$ cat src/rtl/ps2_kbd_ctrl.sv
// PS/2 keyboard controller: turns validated set-2 scan-code bytes into key events
// ({ext, brk, code}) held in a first-word-fall-through FIFO drained by valid/ready.
// Optional macro PS2_KBD_TYPEMATIC_FILTER_EN suppresses auto-repeat make events.
module ps2_kbd_ctrl #(
    parameter int unsigned FIFO_DEPTH = 8,
    parameter int unsigned AW         = 3
) (
    input  logic          clk,
    input  logic          reset,
    input  logic [7:0]    rx_data,
    input  logic          rx_valid,
    output logic [7:0]    evt_code,
    output logic          evt_ext,
    output logic          evt_break,
    output logic          evt_valid,
    input  logic          evt_ready,
    output logic [AW:0]   fifo_count,
    output logic          overflow,
    input  logic          clr_overflow
);

    typedef enum logic [1:0] {StIdle, StExt, StBrk, StExtBrk} state_e;

    state_e state_q, state_d;

    // Decoder result for the current byte
    logic       dec_emit;
    logic       dec_ext;
    logic       dec_brk;
    logic       push_req;

    logic [9:0]  mem_q [FIFO_DEPTH];
    logic [AW-1:0] wr_ptr_q, wr_ptr_d;
    logic [AW-1:0] rd_ptr_q, rd_ptr_d;
    logic [AW:0]   count_q, count_d;
    logic          overflow_q, overflow_d;
    logic          full;
    logic          pop;
    logic          push;

    // Prefix decoder next-state and emit decision
    always_comb begin
        state_d  = state_q;
        dec_emit = 1'b0;
        dec_ext  = 1'b0;
        dec_brk  = 1'b0;
        if (rx_valid) begin
            if (rx_data == 8'h00 || rx_data == 8'hFF) begin
                // Keyboard error/overrun codes abandon any partial sequence
                state_d = StIdle;
            end else begin
                unique case (state_q)
                    StIdle: begin
                        if (rx_data == 8'hE0) begin
                            state_d = StExt;
                        end else if (rx_data == 8'hF0) begin
                            state_d = StBrk;
                        end else begin
                            dec_emit = 1'b1;
                        end
                    end
                    StExt: begin
                        if (rx_data == 8'hF0) begin
                            state_d = StExtBrk;
                        end else if (rx_data != 8'hE0) begin
                            dec_emit = 1'b1;
                            dec_ext  = 1'b1;
                            state_d  = StIdle;
                        end
                    end
                    StBrk: begin
                        if (rx_data == 8'hE0) begin
                            state_d = StExtBrk;
                        end else if (rx_data != 8'hF0) begin
                            dec_emit = 1'b1;
                            dec_brk  = 1'b1;
                            state_d  = StIdle;
                        end
                    end
                    StExtBrk: begin
                        if (rx_data != 8'hE0 && rx_data != 8'hF0) begin
                            dec_emit = 1'b1;
                            dec_ext  = 1'b1;
                            dec_brk  = 1'b1;
                            state_d  = StIdle;
                        end
                    end
                    default: state_d = StIdle;
                endcase
            end
        end
    end

    // Decoder state register
    always_ff @(posedge clk) begin
        if (reset) begin
            state_q <= StIdle;
        end else begin
            state_q <= state_d;
        end
    end

`ifdef PS2_KBD_TYPEMATIC_FILTER_EN
    logic       held_valid_q, held_valid_d;
    logic       held_ext_q, held_ext_d;
    logic [7:0] held_code_q, held_code_d;
    logic       held_match;

    // Held-key tracking: repeated makes of the held key are swallowed
    always_comb begin
        held_valid_d = held_valid_q;
        held_ext_d   = held_ext_q;
        held_code_d  = held_code_q;
        held_match   = held_valid_q && (held_ext_q == dec_ext) && (held_code_q == rx_data);
        push_req     = dec_emit;
        if (dec_emit) begin
            if (!dec_brk) begin
                if (held_match) begin
                    push_req = 1'b0;
                end else begin
                    held_valid_d = 1'b1;
                    held_ext_d   = dec_ext;
                    held_code_d  = rx_data;
                end
            end else if (held_match) begin
                held_valid_d = 1'b0;
            end
        end
    end

    // Held-key register; updates even when the push itself is dropped
    always_ff @(posedge clk) begin
        if (reset) begin
            held_valid_q <= 1'b0;
            held_ext_q   <= 1'b0;
            held_code_q  <= 8'h00;
        end else begin
            held_valid_q <= held_valid_d;
            held_ext_q   <= held_ext_d;
            held_code_q  <= held_code_d;
        end
    end
`else
    // Every decoded event is queued
    always_comb begin
        push_req = dec_emit;
    end
`endif

    assign full = (count_q == (AW+1)'(FIFO_DEPTH));
    assign pop  = evt_valid & evt_ready;
    // A full FIFO still accepts a push when the head leaves in the same cycle
    assign push = push_req & (~full | pop);

    // FIFO pointer, count and overflow next-state
    always_comb begin
        wr_ptr_d   = wr_ptr_q;
        rd_ptr_d   = rd_ptr_q;
        count_d    = count_q;
        overflow_d = overflow_q;
        if (push) begin
            wr_ptr_d = wr_ptr_q + AW'(1);
        end
        if (pop) begin
            rd_ptr_d = rd_ptr_q + AW'(1);
        end
        if (push && !pop) begin
            count_d = count_q + (AW+1)'(1);
        end else if (pop && !push) begin
            count_d = count_q - (AW+1)'(1);
        end
        if (clr_overflow) begin
            overflow_d = 1'b0;
        end
        // Set wins over a simultaneous clear
        if (push_req && full && !pop) begin
            overflow_d = 1'b1;
        end
    end

    // FIFO control registers
    always_ff @(posedge clk) begin
        if (reset) begin
            wr_ptr_q   <= '0;
            rd_ptr_q   <= '0;
            count_q    <= '0;
            overflow_q <= 1'b0;
        end else begin
            wr_ptr_q   <= wr_ptr_d;
            rd_ptr_q   <= rd_ptr_d;
            count_q    <= count_d;
            overflow_q <= overflow_d;
        end
    end

    // FIFO storage; contents need no reset since count gates visibility
    always_ff @(posedge clk) begin
        if (push) begin
            mem_q[wr_ptr_q] <= {dec_ext, dec_brk, rx_data};
        end
    end

    // Outputs come straight from registered state
    always_comb begin
        evt_valid  = (count_q != '0);
        fifo_count = count_q;
        overflow   = overflow_q;
        {evt_ext, evt_break, evt_code} = mem_q[rd_ptr_q];
    end

endmodule

$ cat config.mk
export PLATFORM = sky130hd
export DESIGN_NAME = ps2_kbd_ctrl
export DESIGN_NICKNAME = d
export VERILOG_FILES = /design/src/rtl/ps2_kbd_ctrl.sv
export SDC_FILE = /design/constraint.sdc
export NUM_CORES = 1
export LEC_CHECK = 0
export ABC_AREA = 1
export ABC_CLOCK_PERIOD_IN_PS = 4050
export CORE_ASPECT_RATIO = 0.8
export CORE_UTILIZATION = 29
export DETAILED_ROUTE_END_ITERATION = 12
export GPL_ROUTABILITY_DRIVEN = 0
export SLEW_MARGIN = 15
export SYNTH_ARGS = -nofsm -noshare
export SYNTH_HDL_FRONTEND = slang
export SYNTH_SLANG_ARGS = --single-unit
$ cat constraint.sdc
create_clock -name clk -period 4.05 [get_ports clk]
set_clock_uncertainty 0.2 [all_clocks]
set_input_delay 0.81 -clock clk [delete_from_list [all_inputs] [get_ports clk]]
set_output_delay 0.81 -clock clk [all_outputs]
set_load 0.02 [all_outputs]
==> results of run 1 <==
==> cell usage in the layout (no fill, tap or decap), types with 4 or more instances in the layout <==
| cell | synthesis | layout |
|---|---|---|
| edfxtp_1 | 80 | 80 |
| inv_1 | 20 | 20 |
| nand2_2 | 7 | 7 |
| nand2_1 | 60 | 60 |
| nor2_1 | 96 | 96 |
| inv_2 | 4 | 4 |
| dfxtp_1 | 16 | 16 |
| o32ai_1 | 20 | 20 |
| o21ai_0 | 26 | 26 |
| a21oi_1 | 8 | 8 |
| clkbuf_16 | 0 | 9 |
| ha_1 | 5 | 5 |
| buf_4 | 0 | 17 |
| clkdlybuf4s50_1 | 0 | 28 |
| nand3_1 | 9 | 9 |
==> kinds of logic (layout without fill, tap and decap cells) <==
family | after synthesis | after routing | synth area share
DFF | 96 | 96 | 0.669
and+or+nand+nor | 178 | 178 | 0.180
AOI/OAI and AO/OA | 56 | 56 | 0.0888
xor gates and xnor gates | 2 | 2 | 0.00430
buffers and inverters | 39 | 87 | 0.0375
adders and majority gates | 6 | 6 | 0.0203
==> state kept, by name (all words and copies together) (netlist names), named ones only <==
name / cells
rd_ptr_q: 3
mem_q: 80
overflow: 1
state_q: 2
wr_ptr_q: 3
fifo_count: 4
==> metal layers <==
metal,part of all wire,up-vias
met1,0.49,1344
met5,0,-
met2,0.44,63
li1,-,1387
met4,0.015,0
met3,0.055,13
==> power groups by stage <==
stage | logic, mW | registers, mW | clock network [mW]
6_report | 0.877 | 1.19 | 0.862
5_1_grt | 0.969 | 1.19 | 0.921
4_1_cts | 0.883 | 1.19 | 0.884
3_5_place_dp | 0.878 | 1.21 | 0
3_3_place_gp | 0.861 | 1.20 | 0
2_1_floorplan | 0.523 | 1.22 | 0
==> worst min-delay path by stage <==
stage                 from     endpoint  slack, ps  cells after the start
2_1_floorplan  rd_ptr_q[2]         flop        230                      2
3_3_place_gp   rd_ptr_q[2]  rd_ptr_q[2]        250                      2
3_5_place_dp   rd_ptr_q[2]         flop        260                      2
4_1_cts        rd_ptr_q[2]  rd_ptr_q[2]        270                      2
5_1_grt        rd_ptr_q[2]  rd_ptr_q[2]        290                      2
6_report       rd_ptr_q[2]  rd_ptr_q[2]        270                      2
==> tightest hold or removal path, cell delays in order, from the launching register on <==
cell and delay (ps):
dfxtp_1 320, inv_1 50, a21oi_1 60
==> area by class of cell <==
cell class              instances  area share
flip-flops and latches         96       0.547
multi-input cells             242       0.240
repair buffers                 46      0.0860
clock buffers                  11      0.0488
well taps                     180      0.0453
inverters                      25      0.0189
clock inverters                 5      0.0133
==> per-stage QoR <==
step / instances / setup WS, ps
2_1_floorplan: 377 / 1250
3_3_place_gp: 589 / 393
3_5_place_dp: 589 / 313
4_1_cts: 605 / 643
5_1_grt: 605 / 430
6_report: 605 / 613
==> Yosys cell counts, drive strengths merged <==
library cell / count / area [sq um]
inv: 24 / 90.1
edfxtp: 80 / 2400
o32ai: 20 / 175
xor2: 2 / 17.5
buf: 5 / 25.0
nand2: 67 / 269
o21ai: 27 / 139
o21a: 1 / 7.51
ha: 5 / 62.6
clkinv: 1 / 3.75
dfxtp: 16 / 320
nor2: 100 / 395
fa: 1 / 20.0
clkbuf: 9 / 33.8
a21oi: 8 / 40.0
nand3: 10 / 62.6
nand4: 1 / 6.26
==> reports/metrics.cfg, run 1 <==
[drt]
drc_errors = 0
vias_per_cell = 4.64
first_iter_violations = 202
avgRoutedWirePerCell_um = 14.8
vias = 2807
wl_um = 8950
dr.pass1.iters = 4
ant_nets = 0

[timing]
hold_viol = 0
maxSlewHeadroom = 0.707
setup_tns_ps = 0
min_period_ps = 3440
rsz0062_at_grt = no
finalCritPeriodShare = 0.849
setup_viol = 0
finalMaxSlewViolations = 0
worst_pin_slew_ps = 438
hold_ws_ps = 274
max_clock_freq_mhz = 291

[power]
p_clk_frac = 0.295
leakagePower_nw = 1.85
peakVddDrop_mv = 0.256
power_density_nw_per_um2 = 588
switching_share = 0.319
power.total_mw = 2.92
p_sw_mw = 0.932
combPwrFrac = 0.300
power_frac_seq = 0.405
internal_power_mw = 1.99

[critical_path]
reg2reg_depth = 14
required_ps = 4140
r2r-end = fifo_count[3]
slowest_stage = clkdlybuf4s50_1
start_kind = input port
cp_num_cells = 19
critPathBufInv = 4
crit_chain = clkdlybuf4s50_1, nor2_1, nand2_2, inv_2, nand2_2, nand2_2, nor2_4, nand3_4, inv_2, ha_1, inv_1, ha_1, a21oi_1, nand2_1, a21oi_1, o21ai_0, nand2_1, nand2_1, nor2_1
cp-end-kind = flop
path_class = input port to flop
regToRegStartpoint = fifo_count[0]
crit_family = buffers and inverters
crit_path_max_fanout = 10
crit_arrival_ps = 3530
setup.worst_path.start = rx_data[1]
critical_path.endpoint = fifo_count[3]
max_stage_delay_ps = 690
ff2ff_setup_slack_ps = 1480

[clocking]
h-tree-depth = 3
clkTransAtPathRegs_ps = 70
clkLatencyLatePin_ps = 350
cts.repair.resized = 0
cts_sinks = 96
cts_buffers = 9
cts_hold_repair.buffers = 0
cts_buffer_depth = 2
cts_setup_buffers = 0
root_buffer = clkbuf_16
cts_tree = yes

[grt]
top_usage_layer = met2
antenna_found_initial = 0
grt_pass1_vias = 2738
grt_overflow = 0
grt_use_met2 = 0.211
grt_pass1_wl_um = 14400
gr-usage-met1 = 0.176
grt_util_met3 = 0.0389
grt_max_degree = 41
grt_usage = 0.134

[cells_and_area]
ff_latch_area_sq_um = 2720
utilization = 0.364
diodes = 0
num-nets-final = 439
fin_area_sq_um = 4970
multi_input_area_sq_um = 1190
area_delta_synth_final_pct = 22.2
drive_gt1_frac = 0.118
fillers = 1328

[yosys]
seq_area_frac_synth = 0.669
synth_area_per_cell_sq_um = 10.8
synth.net_count = 396
synth_area_sq_um = 4070
synthDistinctLibCells = 23
yosysWarnings = 0
synth_cells = 377
ys_ff_latch = 96

[job]
maxCapViolations = 0

[worst_hold_path]
min_path_type = flop to flop

[floorplanning]
start_util = 0.298
ios = 29
fp.dieH_um = 108
core_sq_um = 13600
die_area_sq_um = 14500
die_x_um = 134
rows = 38

[place]
dp_hpwl_um = 5700
io_buffers = 28
place_area_sq_um = 4660

[status]
status = finished clean

Power figures use the tool's default switching activity.
==> run 2: changes to the inputs <==
ABC_CLOCK_PERIOD_IN_PS = 3200   (was 4050)
clock period = 3.2 ns   (was 4.05 ns; I/O delays follow)
==> run 2 against run 1 <==
Sequential power increased by 26%. Die area unchanged. Sequential share of layout area decreased by 1.8 points. Via count about the same. Largest cell class unchanged. Worst setup slack got worse by 430 ps. Global-route usage about the same. Clock-buffer cell count decreased by 2. Hold slack improved by 5.7 ps. Register-to-register slack got worse by 750 ps. Routed wire length about the same. Clock power increased by 25%.
==> reports/metrics.cfg, run 2 (synthesis gave the netlist of run 1 again) <==
[critical_path]
crit_path_max_fanout = 40  ; +30
regToRegStartpoint = fifo_count[0]
slowest_stage = clkdlybuf4s50_1
path_class = flop to output port
max_stage_delay_ps = 620  ; -70 ps
crit_chain = inv_1, buf_12, nor2_1, o32ai_1, nand2_1, nand2_1, clkdlybuf4s50_1
cpMostUsedCell = nand2_1
required_ps = 2360  ; -1780 ps
cp-end-kind = output port
crit_arrival_ps = 2180  ; -1350 ps
start_kind = flop

[drt]
avgRoutedWirePerCell_um = 14.5  ; -2.2%
wl_um = 8950  ; about the same
drc_errors = 0  ; unchanged
vias = 2808  ; +0.036%
dr.pass1.iters = 4  ; unchanged
first_iter_violations = 148  ; -27%
vias_per_cell = 4.54  ; -2.2%
ant_nets = 0  ; unchanged

[floorplanning]
die_x_um = 134  ; unchanged
core_sq_um = 13600  ; unchanged
die_area_sq_um = 14500  ; unchanged
rows = 38  ; unchanged
start_util = 0.298  ; unchanged
fp.dieH_um = 108  ; unchanged
ios = 29  ; unchanged

[cells_and_area]
drive_gt1_frac = 0.148  ; +0.0304
num-nets-final = 453  ; +3.2%
largest_register_ffs = 80  ; unchanged
fillers = 1316  ; -0.90%
area_delta_synth_final_pct = 26.4
top_register = mem_q
final_cell_mix = 96 x nor2_1, 80 x edfxtp_1, 60 x nand2_1
final_common_cell = nor2_1
diodes = 0  ; unchanged

[clocking]
clkLatencyLatePin_ps = 350  ; about the same
cts_tree = yes
root_buffer = clkbuf_16
cts_sinks = 96  ; unchanged
clkTransAtPathRegs_ps = 60  ; about the same
cts_buffer_depth = 2  ; unchanged
h-tree-depth = 3  ; unchanged
cts.repair.resized = 0  ; unchanged
cts_buffers = 9  ; unchanged
cts_setup_buffers = 0  ; unchanged
cts_hold_repair.buffers = 0  ; unchanged

[place]
dp_hpwl_um = 5790  ; +1.6%
io_buffers = 28  ; unchanged
dp_slack_ps = -298  ; -611 ps

[timing]
finalMaxSlewViolations = 0  ; unchanged
setup_viol = 0  ; unchanged
min_period_ps = 3020
rsz0062_at_grt = no
hold_ws_ps = 280  ; +5.67 ps
max_clock_freq_mhz = 332
maxSlewHeadroom = 0.694  ; -0.0125
finalCritPeriodShare = 0.942
hold_viol = 0  ; unchanged
fin_ws_ps = 184  ; -428 ps
worst_pin_slew_ps = 457  ; +18.6 ps

[worst_hold_path]
min_path_type = flop to flop
hold_path_startpoint = rd_ptr_q[0]

[job]
maxCapViolations = 0  ; unchanged

[grt]
grt_pass1_wl_um = 14200  ; -1.2%
gr-usage-met1 = 0.181  ; +0.00529
grt_overflow = 0  ; unchanged
grt_use_met2 = 0.203  ; -0.00740
top_usage_layer = met2
grt_usage = 0.134  ; -0.000391
grt_util_met3 = 0.0408  ; +0.00188
grt_max_degree = 41  ; unchanged
antenna_found_initial = 0  ; unchanged
grt_pass1_vias = 2762  ; +0.88%

[power]
peakVddDrop_mv = 0.407  ; +59%
leakagePower_nw = 1.99  ; +7.5%
power.total_mw = 3.73  ; +28%
power_density_nw_per_um2 = 725  ; +23%

[status]
status = finished clean

==> run 2: worst max-delay path, delay by kind of cell (launching register included) <==
kind | cells | cell delay [ps]
AO/OA/AOI/OAI | 1 | 270
AND/OR/NAND/NOR | 3 | 270
buffers and inverters | 3 | 930
flip-flops | 1 | 340
==> run 2: worst paths after layout <==
kind	to	slack, ps	cells after the start
setup reg to reg	fifo_count[3]	730	14
setup / recovery	evt_code[1]	180	7
hold / removal	rd_ptr_q[0]	280	1
hold reg to reg	rd_ptr_q[0]	280	1
==> run 2: cell type report <==
type                       instances  area, sq um  share of cell area
clock inverter                     7         80.1              0.0156
timing repair buffer              60          604               0.117
clock buffer                       9          225              0.0438
inverter                          25         93.8              0.0182
sequential                        96         2720               0.529
tap                              180          225              0.0438
multi-input combinational        242         1190               0.232
==> run 2: per-layer routing <==
layer,vias to the layer above,wire length (um)
met4,0,114
met1,1322,4460
li1,1416,-
met5,-,0
met2,58,3860
met3,12,516
==> run 2: power breakdown <==
| group | internal (mW) | total (mW) | switching (mW) |
|---|---|---|---|
| Clock | 0.614 | 1.08 | 0.470 |
| Sequential | 1.44 | 1.50 | 0.0560 |
| Combinational | 0.471 | 1.14 | 0.673 |
| Total | 2.53 | 3.73 | 1.20 |
==> run 2: metrics by stage <==
| step | instance area, sq um | cells | TNS, ps | util |
|---|---|---|---|---|
| floorplan | 4070 | 377 | 0 | - |
| detailed placement | 4820 | 603 | -590 | 0.353 |
| finish | 5150 | 619 | 0 | 0.377 |
| global placement | 4820 | 603 | -271 | 0.353 |
| CTS | 5120 | 619 | 0 | 0.376 |
| global route | 5150 | 619 | 0 | 0.377 |
==> run 3: changes to the inputs <==
CELL_PAD_IN_SITES_DETAIL_PLACEMENT = 0   (was unset)
CELL_PAD_IN_SITES_GLOBAL_PLACEMENT = 2   (was unset)
CORE_UTILIZATION = 38   (was 29)
PLACE_DENSITY_LB_ADDON = 0.1   (was unset)
==> run 3 against run 2 <==
Critical path depth decreased by 1. Core utilization rose by 12 points. Critical path type unchanged. Global-route usage up 5.2 points. Non-clock buffer count is 5 higher. Hold slack worse by 6.0 ps. Cell area down 1.0%. Total power decreased by 1.2%. Largest cell class unchanged. First-iteration DRC count is 0.68% lower. Sequential share of layout area is 0.56 points higher. Clock-buffer cell count increased by 2. Routed wire length rose by 4.4%. Clock power barely moved.
==> reports/metrics.cfg, run 3 (synthesis gave the netlist of run 1 again) <==
[status]
status = finished clean

[clocking]
cts_buffer_depth = 2  ; unchanged
clkTransAtPathRegs_ps = 60  ; about the same
cts_setup_buffers = 0  ; unchanged
cts_tree = yes
root_buffer = clkbuf_16
cts_sinks = 96  ; unchanged
h-tree-depth = 3  ; unchanged
cts.repair.resized = 0  ; unchanged
clkLatencyLatePin_ps = 340  ; about the same
cts_hold_repair.buffers = 0  ; unchanged
cts_buffers = 9  ; unchanged

[power]
leakagePower_nw = 2.02  ; +1.7%
peakVddDrop_mv = 0.314  ; -23%
power.total_mw = 3.68  ; -1.2%
power_density_nw_per_um2 = 723  ; -0.18%

[place]
io_buffers = 28  ; unchanged
dp_hpwl_um = 6350  ; +9.8%

[grt]
grt_usage = 0.186  ; +0.0517
grt_pass1_vias = 2683  ; -2.9%
grt_overflow = 0  ; unchanged
grt_pass1_wl_um = 15100  ; +6.3%
antenna_found_initial = 0  ; unchanged
grt_max_degree = 41  ; unchanged

[timing]
hold_viol = 0  ; unchanged
maxSlewHeadroom = 0.641  ; -0.0532
min_period_ps = 3020  ; +6.53 ps
setup_tns_ps = 0  ; unchanged
finalCritPeriodShare = 0.944  ; +0.00204
worst_pin_slew_ps = 536  ; +79.4 ps
finalMaxSlewViolations = 0  ; unchanged
setup_viol = 0  ; unchanged
max_clock_freq_mhz = 331  ; -0.22%
rsz0062_at_grt = no

[drt]
dr.pass1.iters = 5  ; +1
vias_per_cell = 4.78  ; +5.3%
first_iter_violations = 147  ; -0.68%
vias = 2789  ; -0.68%
ant_nets = 0  ; unchanged
drc_errors = 0  ; unchanged
avgRoutedWirePerCell_um = 16.0  ; +11%
wl_um = 9340  ; +4.4%

[floorplanning]
core_sq_um = 10300  ; -24%
rows = 33  ; -13%
die_x_um = 118  ; -12%
ios = 29  ; unchanged
start_util = 0.394  ; +0.0960
die_area_sq_um = 11100  ; -23%
fp.dieH_um = 94.6  ; -12%

[critical_path]
cp-end-kind = output port
start_kind = flop
crit_path_max_fanout = 40  ; unchanged
crit_arrival_ps = 2180  ; about the same
required_ps = 2360  ; about the same
path_class = flop to output port

[cells_and_area]
top_register = mem_q
largest_register_ffs = 80  ; unchanged
fillers = 950  ; -28%
final_common_cell = nor2_1
multi_input_area_sq_um = 1200  ; +0.21%
area_delta_synth_final_pct = 25.1
drive_gt1_frac = 0.155  ; +0.00734
num-nets-final = 458  ; +1.1%
diodes = 0  ; unchanged
final_cell_mix = 95 x nor2_1, 80 x edfxtp_1, 60 x nand2_1
ff_latch_area_sq_um = 2720  ; unchanged

[job]
maxCapViolations = 0  ; unchanged

[worst_hold_path]
min_path_type = flop to flop

run 3: critical path, cell delays in order (launching register included):
cell             delay, ps
dfxtp_1                310
buf_4                  350
o21ai_0                170
o32ai_1                160
nand2_1                100
nand2_1                110
clkdlybuf4s50_1        610
run 3: final timing paths:
check / depth (start not counted) / slack (ps) / start / end
max: 6 / 180 / flop / evt_code[4]
max reg2reg: 14 / 730 / fifo_count[0] / fifo_count[3]
min: 2 / 270 / rd_ptr_q[2] / rd_ptr_q[2]
min reg2reg: 2 / 270 / rd_ptr_q[2] / rd_ptr_q[2]
run 3: area by class of cell:
type	count	share of cell area
Clock inverter	5	0.0113
Sequential cell	96	0.535
Tap cell	140	0.0344
Multi-Input combinational cell	242	0.235
Clock buffer	11	0.0457
Timing Repair Buffer	65	0.120
Inverter	25	0.0184
run 3: power by group:
part,switching (mW),total [mW],leakage (nW),internal [mW]
sequential,0.0566,1.50,0.862,1.44
clock,0.439,1.05,0.140,0.606
combinational,0.665,1.14,1.02,0.472
run 3: metal layers:
metal | track usage | vias to the layer above | share of wire
met3 | 0.0411 | 6 | 0.056
li1 | - | 1416 | -
met1 | 0.267 | 1313 | 0.50
met2 | 0.283 | 54 | 0.44
met5 | 0 | - | 0
met4 | 0.0513 | 0 | 0.0095
run 3: stage by stage:
step | instance area (sq um) | cells | worst slack, ps | hold slack (ps) | utilization
after global placement | 4770 | 568 | -114 | 258 | 0.462
after floorplan | 4070 | 377 | 569 | 233 | -
after global routing | 5090 | 584 | 0.734 | 281 | 0.493
final | 5090 | 584 | 178 | 274 | 0.493
after detailed placement | 4770 | 568 | -177 | 259 | 0.462
after CTS | 5060 | 584 | 85.6 | 269 | 0.490
